==> src/rtl/send_arb.sv <==
// send_arb: shared SEND engine for the four-PU system.
// Each PU raises a one-cycle SEND strobe. The engine latches the strobe into a
// per-PU pending slot, picks one pending PU and streams its data-memory words
// onto a ready/valid link. Each word is tagged with the destination port and
// the source PU.
// Optional build macro: SEND_RR_EN selects round-robin arbitration. Without it,
// arbitration is fixed priority and the lowest pending index wins.
module send_arb #(
    parameter int NPU = 4,
    parameter int DW  = 16,
    parameter int AW  = 8,
    parameter int PW  = 4,
    localparam int SW = (NPU > 32'sd1) ? $clog2(NPU) : 32'sd1
) (
    input  logic              ck,
    input  logic              rst_n,
    input  logic [NPU-1:0]    req,
    input  logic [NPU*AW-1:0] req_ad,
    input  logic [NPU*AW-1:0] req_sz,
    input  logic [NPU*PW-1:0] req_pt,
    output logic [NPU-1:0]    busy,
    output logic [NPU-1:0]    ack,
    output logic [NPU-1:0]    rd_en,
    output logic [AW-1:0]     rd_ad,
    input  logic [NPU*DW-1:0] rd_q,
    output logic              out_vld,
    input  logic              out_rdy,
    output logic [DW-1:0]     out_data,
    output logic [PW-1:0]     out_port,
    output logic [SW-1:0]     out_src,
    output logic              out_last
);

    localparam logic [2:0] S_IDLE = 3'd0;
    localparam logic [2:0] S_RD   = 3'd1;
    localparam logic [2:0] S_LAT  = 3'd2;
    localparam logic [2:0] S_XFER = 3'd3;
    localparam logic [2:0] S_DONE = 3'd4;

    localparam logic [AW-1:0] AD_ONE = {{(AW-1){1'b0}}, 1'b1};

    // One-hot decode of a PU index.
    function automatic logic [NPU-1:0] onehot(input logic [SW-1:0] ix);
        logic [NPU-1:0] v;
        v     = '0;
        v[ix] = 1'b1;
        return v;
    endfunction

    logic [2:0]     st_r;
    logic [NPU-1:0] pend_r;
    logic [AW-1:0]  sh_ad_r [NPU];
    logic [AW-1:0]  sh_sz_r [NPU];
    logic [PW-1:0]  sh_pt_r [NPU];

    logic [SW-1:0]  own_r;
    logic [AW-1:0]  cur_ad_r;
    logic [AW-1:0]  cnt_r;
    logic [PW-1:0]  port_r;
`ifdef SEND_RR_EN
    logic [SW-1:0]  last_r;
`endif

    logic [NPU-1:0] ack_r;
    logic [NPU-1:0] rd_en_r;
    logic [AW-1:0]  rd_ad_r;
    logic           out_vld_r;
    logic [DW-1:0]  out_data_r;
    logic [PW-1:0]  out_port_r;
    logic [SW-1:0]  out_src_r;
    logic           out_last_r;

    logic [NPU-1:0] done_hit_s;
    logic [NPU-1:0] take_s;
    logic [SW-1:0]  win_s;
    logic           win_vld_s;
    int             base_s;
    int             idx_s;
    logic [SW-1:0]  idx_sel_s;
    logic [DW-1:0]  rdq_own_s;
    logic [AW-1:0]  cur_ad_inc_s;

    // Request acceptance. A PU whose transfer is completing this cycle may
    // queue its next request at once.
    always_comb begin
        done_hit_s = '0;
        if (st_r == S_DONE) begin
            done_hit_s = onehot(own_r);
        end else begin
            done_hit_s = '0;
        end
        take_s = req & (~pend_r | done_hit_s);
    end

    // Winner selection among pending PUs, scanning from the arbitration base.
    always_comb begin
        win_s     = '0;
        win_vld_s = 1'b0;
        idx_s     = 32'sd0;
        idx_sel_s = '0;
`ifdef SEND_RR_EN
        base_s    = int'(last_r) + 32'sd1;
`else
        base_s    = 32'sd0;
`endif
        for (int k = 32'sd0; k < NPU; k++) begin
            idx_s     = (base_s + k) % NPU;
            idx_sel_s = idx_s[SW-1:0];
            if (!win_vld_s && pend_r[idx_sel_s]) begin
                win_s     = idx_sel_s;
                win_vld_s = 1'b1;
            end else begin
                win_s     = win_s;
                win_vld_s = win_vld_s;
            end
        end
    end

    // Select the owner's read data and form the next word address.
    always_comb begin
        rdq_own_s = '0;
        for (int i = 32'sd0; i < NPU; i++) begin
            if (own_r == i[SW-1:0]) begin
                rdq_own_s = rd_q[i*DW +: DW];
            end else begin
                rdq_own_s = rdq_own_s;
            end
        end
        cur_ad_inc_s = cur_ad_r + AD_ONE;
    end

    // Pending flags and per-PU shadow copies of the SEND operands.
    always_ff @(posedge ck or negedge rst_n) begin
        if (!rst_n) begin
            pend_r <= '0;
            for (int i = 32'sd0; i < NPU; i++) begin
                sh_ad_r[i] <= '0;
                sh_sz_r[i] <= '0;
                sh_pt_r[i] <= '0;
            end
        end else begin
            for (int i = 32'sd0; i < NPU; i++) begin
                if (take_s[i]) begin
                    pend_r[i]  <= 1'b1;
                    sh_ad_r[i] <= req_ad[i*AW +: AW];
                    sh_sz_r[i] <= req_sz[i*AW +: AW];
                    sh_pt_r[i] <= req_pt[i*PW +: PW];
                end else if (done_hit_s[i]) begin
                    pend_r[i] <= 1'b0;
                end
            end
        end
    end

    // Transfer sequencer: grant, read, latch word, link handshake, complete.
    always_ff @(posedge ck or negedge rst_n) begin
        if (!rst_n) begin
            st_r       <= S_IDLE;
            own_r      <= '0;
            cur_ad_r   <= '0;
            cnt_r      <= '0;
            port_r     <= '0;
            ack_r      <= '0;
            rd_en_r    <= '0;
            rd_ad_r    <= '0;
            out_vld_r  <= 1'b0;
            out_data_r <= '0;
            out_port_r <= '0;
            out_src_r  <= '0;
            out_last_r <= 1'b0;
`ifdef SEND_RR_EN
            last_r     <= SW'(NPU - 32'sd1);
`endif
        end else begin
            ack_r   <= '0;
            rd_en_r <= '0;
            case (st_r)
                S_IDLE: begin
                    if (win_vld_s) begin
                        own_r    <= win_s;
                        cur_ad_r <= sh_ad_r[win_s];
                        cnt_r    <= sh_sz_r[win_s];
                        port_r   <= sh_pt_r[win_s];
`ifdef SEND_RR_EN
                        last_r   <= win_s;
`endif
                        if (sh_sz_r[win_s] == {AW{1'b0}}) begin
                            st_r  <= S_DONE;
                            ack_r <= onehot(win_s);
                        end else begin
                            st_r    <= S_RD;
                            rd_en_r <= onehot(win_s);
                            rd_ad_r <= sh_ad_r[win_s];
                        end
                    end
                end
                S_RD: begin
                    st_r <= S_LAT;
                end
                S_LAT: begin
                    out_data_r <= rdq_own_s;
                    out_vld_r  <= 1'b1;
                    out_last_r <= (cnt_r == AD_ONE);
                    out_port_r <= port_r;
                    out_src_r  <= own_r;
                    st_r       <= S_XFER;
                end
                S_XFER: begin
                    if (out_rdy) begin
                        out_vld_r  <= 1'b0;
                        out_last_r <= 1'b0;
                        cnt_r      <= cnt_r - AD_ONE;
                        cur_ad_r   <= cur_ad_inc_s;
                        if (cnt_r == AD_ONE) begin
                            st_r  <= S_DONE;
                            ack_r <= onehot(own_r);
                        end else begin
                            st_r    <= S_RD;
                            rd_en_r <= onehot(own_r);
                            rd_ad_r <= cur_ad_inc_s;
                        end
                    end
                end
                S_DONE: begin
                    st_r <= S_IDLE;
                end
                default: begin
                    st_r <= S_IDLE;
                end
            endcase
        end
    end

    assign busy     = pend_r;
    assign ack      = ack_r;
    assign rd_en    = rd_en_r;
    assign rd_ad    = rd_ad_r;
    assign out_vld  = out_vld_r;
    assign out_data = out_data_r;
    assign out_port = out_port_r;
    assign out_src  = out_src_r;
    assign out_last = out_last_r;

endmodule
==> config.mk <==
export PLATFORM = sky130hd
export DESIGN_NAME = send_arb
export DESIGN_NICKNAME = d
export VERILOG_FILES = /design/src/rtl/send_arb.sv
export SDC_FILE = /design/constraint.sdc
export NUM_CORES = 1
export LEC_CHECK = 0
export ABC_AREA = 1
export ABC_CLOCK_PERIOD_IN_PS = 1700
export BUFFER_PORTS_ARGS = -buffer_cell sky130_fd_sc_hd__buf_2
export CORE_AREA = 2 2 137 139
export DETAILED_ROUTE_END_ITERATION = 16
export DIE_AREA = 0 0 139 141
export PLACE_DENSITY = 0.65
export SYNTH_ARGS = -nofsm -noshare
export SYNTH_HDL_FRONTEND = slang
export SYNTH_SLANG_ARGS = --single-unit
==> constraint.sdc <==
create_clock -name ck -period 1.7 [get_ports ck]
set_input_delay 0.17 -clock ck [delete_from_list [all_inputs] [get_ports ck]]
set_output_delay 0.17 -clock ck [all_outputs]
set_load 0.02 [all_outputs]
## Word-level counts from Yosys, hierarchy flattened

Index checks and enable logic that the tools add are counted.

- $add $sub $neg: 2
- Magnitude comparators: 5
- Eq/ne operators: 12
- Muxes and demuxes: 62
- Bitwise gates (word level): 4
- Reductions and logical operators: 22

Operators by type and width:

| cell | count |
|---|---|
| $mux 8 | 12 |
| $mux 16 | 4 |
| $pmux 8 s2 | 3 |
| $mux 4 | 11 |
| $bmux 8 s2 | 2 |
| $mux 1 | 16 |
| $pmux 4 s2 | 2 |
| $mux 3 | 4 |
| $pmux 3 s4 | 1 |
| $reduce_bool 2->1 | 6 |
| $add 8x1->8 const B | 1 |
| $bmux 4 s2 | 1 |
| $eq 8x1->1 const B | 1 |
| $logic_not 8->1 | 1 |
| $ne 2x2->1 const B | 4 |
| $sub 8x1->8 const B | 1 |
| $eq 3x2->1 const B | 2 |
| $lt 2x3->1 const B | 2 |
| $reduce_and 2->1 | 3 |
| $logic_and 1x1->1 | 5 |
| $reduce_and 5->1 | 1 |
| $and 4x4->4 | 1 |
| $demux 1 s2 | 2 |
| $eq 2x2->1 const B | 2 |
| 14 further kinds | 19 |

- Bits in registers: 149
- Input port bits: 151
- Word-level logic and storage cells: 136

## Longest topological paths before layout

- Depth in word-level cells: 18
- Gate-level depth with buffers: 14

## Worst setup path after synthesis

No wires, ideal clock.

- Path kind: register to register
- From: register pend_r[0] (netlist: busy[0])
- To: register rd_ad_r[1] (netlist: rd_ad[1])
- Library setup time: 118 ps
- Data arrival time: 1798 ps
- Required time: 1582 ps
- Setup slack: -216 ps
- Cell stages (with the launch flop): 14
- Path buffers: 3
- Period minus slack after synthesis: 1916 ps
- Cell sequence: dfrtp_1 -> nor2_2 -> buf_6 -> nand3_4 -> buf_6 -> nand4_1 -> nand2_1 -> nor2_1 -> nand2_1 -> nor2_4 -> nand2_2 -> buf_6 -> nand4_1 -> nand2_1

- Longest elaborated chain between the ends: 17
- Elaborated cells on any way between the ends: 27
- Classes of those cells: eq/ne (2); mux (16); bitwise (1); reduce/logical (8)

Ends and longest elaborated chain:

| item | RTL line | source |
|---|---|---|
| from (decl) | 51 | `logic [NPU-1:0] pend_r;` |
| from (signal assigned) | 135 | `pend_r <= '0;` |
| from (signal, indexed assignment) | 144 | `pend_r[i] <= 1'b1;` |
| from (signal, indexed assignment) | 149 | `pend_r[i] <= 1'b0;` |
| $mux 1 * | 109 | `if (!win_vld_s && pend_r[idx_sel_s]) begin` |
| $logic_not 1->1 | 109 |  |
| $logic_and 1x1->1 | 109 |  |
| $mux 1 | 109 |  |
| $logic_not 1->1 | 109 |  |
| $logic_and 1x1->1 | 109 |  |
| $mux 1 | 109 |  |
| $logic_not 1->1 | 109 |  |
| $logic_and 1x1->1 | 109 |  |
| $mux 2 | 109 |  |
| $not 2->3 (implied by the code) | 187, 193 |  |
| $bmux 8 s2 (on tied branches) | 187, 193 |  |
| $mux 8 (on tied branches) (2 in a row) | 187, 193 |  |
| $logic_not 8->1 or $mux 8 (tied branches) | 187 | `if (sh_sz_r[win_s] == {AW{1'b0}}) begin` |
| $ne 2x2->1 (no source line) or $mux 8 (tied branches) | n/a |  |
| $reduce_and 5->1 (no source line) or $pmux 8 s2 (tied branches) | n/a |  |
| to (signal assigned) | 193 | `rd_ad_r <= sh_ad_r[win_s];` |
| to (signal assigned) | 220 | `rd_ad_r <= cur_ad_inc_s;` |
| to (decl) | 66 | `logic [AW-1:0] rd_ad_r;` |

Every way passes the cells marked *; elsewhere a longest branch is shown, timed or not. The select of a mux whose other input is x is not followed.
A chain may end at the register's enable or synchronous reset.

## Final worst setup path

- From: register pend_r[1] (netlist: busy[1])
- To: register rd_ad_r[3] (netlist: rd_ad[3])

- Longest elaborated chain between the ends: 15
- Elaborated cells on any way between the ends: 25
- Classes of those cells: eq/ne (2); mux (15); bitwise (1); reduce/logical (7)

Ends and longest elaborated chain:

| item | RTL line |
|---|---|
| $logic_and 1x1->1 * | 109 |
| $mux 1 | 109 |
| $logic_not 1->1 | 109 |
| $logic_and 1x1->1 | 109 |
| $mux 1 | 109 |
| $logic_not 1->1 | 109 |
| $logic_and 1x1->1 | 109 |
| $mux 2 | 109 |
| $not 2->3 (implied by the code) | 187, 193 |
| $bmux 8 s2 (on tied branches) | 187, 193 |
| $mux 8 (on tied branches) (2 in a row) | 187, 193 |
| $logic_not 8->1 or $mux 8 (tied branches) | 187 |
| $ne 2x2->1 (no source line) or $mux 8 (tied branches) | n/a |
| $reduce_and 5->1 (no source line) or $pmux 8 s2 (tied branches) | n/a |

Marks and branches as above.

==> summary.md <==
| Metric | Value |
|---|---|
| R2R Setup Slk | `-0.21 ns` |
| Startpoint Class | `flip-flop` |
| Post-DP HPWL | `15100 um` |
| EDFF count, synth | `0` |
| Fin area | `10500 sq um` |
| FMAX | `0.522 GHz` |
| Routed Wire Length | `21400 um` |
| Total via count in the routed design | `6801` |
| Part of the power in combinational logic | `0.433` |
| # clock sinks | `149` |
| # rows | `50` |
| Nets | `1291` |
| Clk root buf | `clkbuf_16` |
| Clock network fraction of design power | `0.240` |
| Clock Path Buffers | `2` |
| Critical path's most frequent cell | `nand2_1` |
| Crit path buf inv count | `2` |
| Die Ht | `141 um` |
| Min-delay worst type | `in -> reg` |
| Worst flop-to-flop path endpoint | `rd_ad[3]` |
| Max_cap viols | `0` |
| Fin crit period | `1.91 ns` |
| Dpl ws | `-0.212 ns` |
| Yosys Warn Count | `0` |
| Final setup TNS | `-4.37 ns` |
| Critical Path Sink Type | `flip-flop` |
| Hold EP | `sh_pt_r[9]` |
| Largest net degree at the start of global routing | `47` |
| Min-Delay Startpoint | `req_pt[5]` |
| Max stage delay on crit path | `0.44 ns` |
| I/O pin count | `195` |
| DIE AREA | `19600 sq um` |
| Sw frac | `0.379` |
| Antenna Nets Post-Route | `0` |
| Initial antenna violation count | `0` |
| Clock skew | `0.0134 ns` |
| Critical path cell sequence | `nor2_4, buf_6, nand3_4, nand4_1, nand2_1, nor2_1, nand2_1, nor2_4, nand2_4, buf_6, nand4_1, nand2_1` |
| Final setup vio count | `33` |
| Worst-Margin Slew | `0.496 ns` |
| Reg power frac | `0.326` |
| Share of the yosys chip area belonging to registers | `0.525` |
| Peak supply drop | `0.895 mV` |
| Num CTS Buffers | `17` |
| FF-to-FF Start | `busy[1]` |
| Slowest CP cell | `dfrtp_2` |
| Port buffer count | `194` |
| Outcome | `complete, but fails checks` |
| Core Area | `18300 sq um` |
| Placed Area | `8840 sq um` |
| Post-synth cell types | `34` |
| H-Tree Level Count | `4` |
| Int Pwr | `10.3 mW` |
| Hold Crit Depth | `3` |
| WHS | `0.00755 ns` |
| Synth Flop Type | `dfrtp_1` |
| Pwr dens | `1580 nW/um^2` |
| Pre-antenna DRT Iters | `5` |
| ANT cells | `0` |
| Clock slew at reported path FFs | `0.06 ns` |
| Core Util, Final | `0.574` |
| R2R depth | `12` |
| Cell area after synthesis | `7100 sq um` |
| Non-Filler Instances | `1384` |
| Top cells by area, synth | `dfrtp_1, nand2_1, mux2_2` |
| RSZ-0062 raised after global routing | `yes` |
| Die width | `139 um` |
| Psw | `6.29 mW` |
| Commonest non-fill, non-tap cells in the layout | `buf_2, nand2_1, dfrtp_1` |
| Leading cell type in the layout, fill and taps excluded | `buf_2` |
| # placed instances | `1276` |
| Area Overhead vs Synth | `47.7%` |
| Initial Utilization | `0.388` |
| Fin crit share | `1.13` |
| First-pass GRT wire length | `34700 um` |
| Ratio of cells with drive above 1 in the final layout | `0.365` |
| Hold Vio Cnt, Final | `0` |
| #FFs+latches synth | `149` |
| Worst EP arrival | `2.23 ns` |
| P_leak | `5.45 nW` |
| Vias per cell | `4.91` |
| Failing checks | `setup timing` |
| TritonCTS clock tree | `yes` |
| Final GP Congestion | `0.901` |
| Synth Instances | `815` |
| Cell taking the most area after synthesis | `dfrtp_1` |
| Grt ovf | `0` |
| Routed WL per cell | `15.5 um` |
| Worst setup margin | `-0.215 ns` |
| Mapped Nets | `969` |
| Power, Total | `16.6 mW` |
| CP top delay family | `simple AND/OR/NAND/NOR gates` |
| Total Routing Usage GR | `0.223` |
| Crit Path Category | `reg -> reg` |
| Post-Syn Area per Cell | `8.71 sq um` |
| Worst skew pair latency | `0.43 ns` |
| Fillers | `1609` |
| Worst Path Required | `2.01 ns` |
| Pins Over Slew Limit | `0` |
| Residual DRC | `0` |
| DR iter-0 viols | `349` |
| Max_slew headroom | `0.669` |
| Critical path fanouts, max | `8` |
| Yosys top cell area share | `0.525` |
| Vias in the first global route | `6796` |
| Ys async rst share | `1.00` |
power groups by stage:
| stage | Clock [mW] | Combinational [mW] | Sequential (mW) |
|---|---|---|---|
| CTS | 4.04 | 6.96 | 5.39 |
| finish | 3.99 | 7.19 | 5.42 |
| global placement | 0 | 6.30 | 5.40 |
| floorplan | 0 | 3.73 | 5.71 |
| detailed placement | 0 | 6.40 | 5.43 |
| global route | 4.21 | 8.05 | 5.55 |
worst max path at each step:
stage          startpoint        to  slack [ns]  cells past startpoint
2_1_floorplan     busy[1]  rd_ad[1]       -0.18                     13
3_3_place_gp      busy[1]  rd_ad[5]       -0.15                     13
3_5_place_dp      busy[1]  rd_ad[6]       -0.21                     13
4_1_cts           busy[0]  rd_ad[2]       -0.18                     12
5_1_grt           busy[1]  rd_ad[3]       -0.37                     12
6_report          busy[1]  rd_ad[3]       -0.21                     12
layer usage:
layer / global-route usage / share of wire
met1: 0.295 / 0.44
met3: 0.0431 / 0.049
met2: 0.369 / 0.49
met4: 0.0734 / 0.017
met5: 0 / 0
cell families (layout without fill, tap and decap cells):
group	Yosys count	in the layout	synth area share
flops	149	149	0.525
simple gates	336	337	0.195
xor+xnor	9	9	0.0111
fa+ha+maj	3	3	0.00529
buf+inv	122	456	0.0707
mux	44	44	0.0698
compound gates	152	152	0.123
state kept, by name (all words and copies together), names as in the netlist, 3 cells and up:
signal / cells
out_port: 4
sh_pt_r: 16
busy: 4
cnt_r: 8
sh_sz_r: 32
port_r: 4
sh_ad_r: 32
ack: 4
rd_en: 4
cur_ad_r: 8
st_r: 3
out_data: 16
rd_ad: 8
layout make-up:
type | count | area (sq um) | share of cell area
clock buffer | 19 | 443 | 0.0423
clock inverter | 13 | 181 | 0.0173
inverter | 82 | 313 | 0.0298
multi-input combinational | 545 | 3130 | 0.299
sequential | 149 | 3730 | 0.356
tap | 234 | 293 | 0.0279
timing repair buffer | 342 | 2390 | 0.228
synth_stat cells, types with 2 or more instances:
cell type	instances
mux2_2	44
nand4_1	17
buf_2	11
nor4_1	2
nand3_1	29
inv_1	79
a31oi_1	4
o31ai_1	4
buf_4	2
a21oi_1	53
dfrtp_1	149
nor2_1	83
nand2_1	197
buf_6	3
nor3_1	2
a32oi_1	3
ha_1	3
inv_2	2
o21bai_1	2
o22ai_1	9
a221oi_1	16
clkbuf_1	24
o21ai_1	2
o21ai_0	57
xor2_1	9
worst register-to-register path, cell delays in order (launching register included):
cell and delay [ns]:
dfrtp_2 0.44, nor2_4 0.19, buf_6 0.13, nand3_4 0.12, nand4_1 0.14, nand2_1 0.07
nor2_1 0.09, nand2_1 0.09, nor2_4 0.18, nand2_4 0.09, buf_6 0.14, nand4_1 0.07
nand2_1 0.06
timing repair:
| item | CTS | global route |
|---|---|---|
| hold buffers | 58 | 0 |
| pin swaps | 17 | 17 |
| setup buffers | 15 | 3 |
| hold endpoints to repair | 97 | 0 |
| cloned | 1 | 0 |
| endpoints found under the setup margin | 79 | 107 |
| resized for setup | 40 | 46 |
No activity file was read; power rests on OpenSTA's default activity.
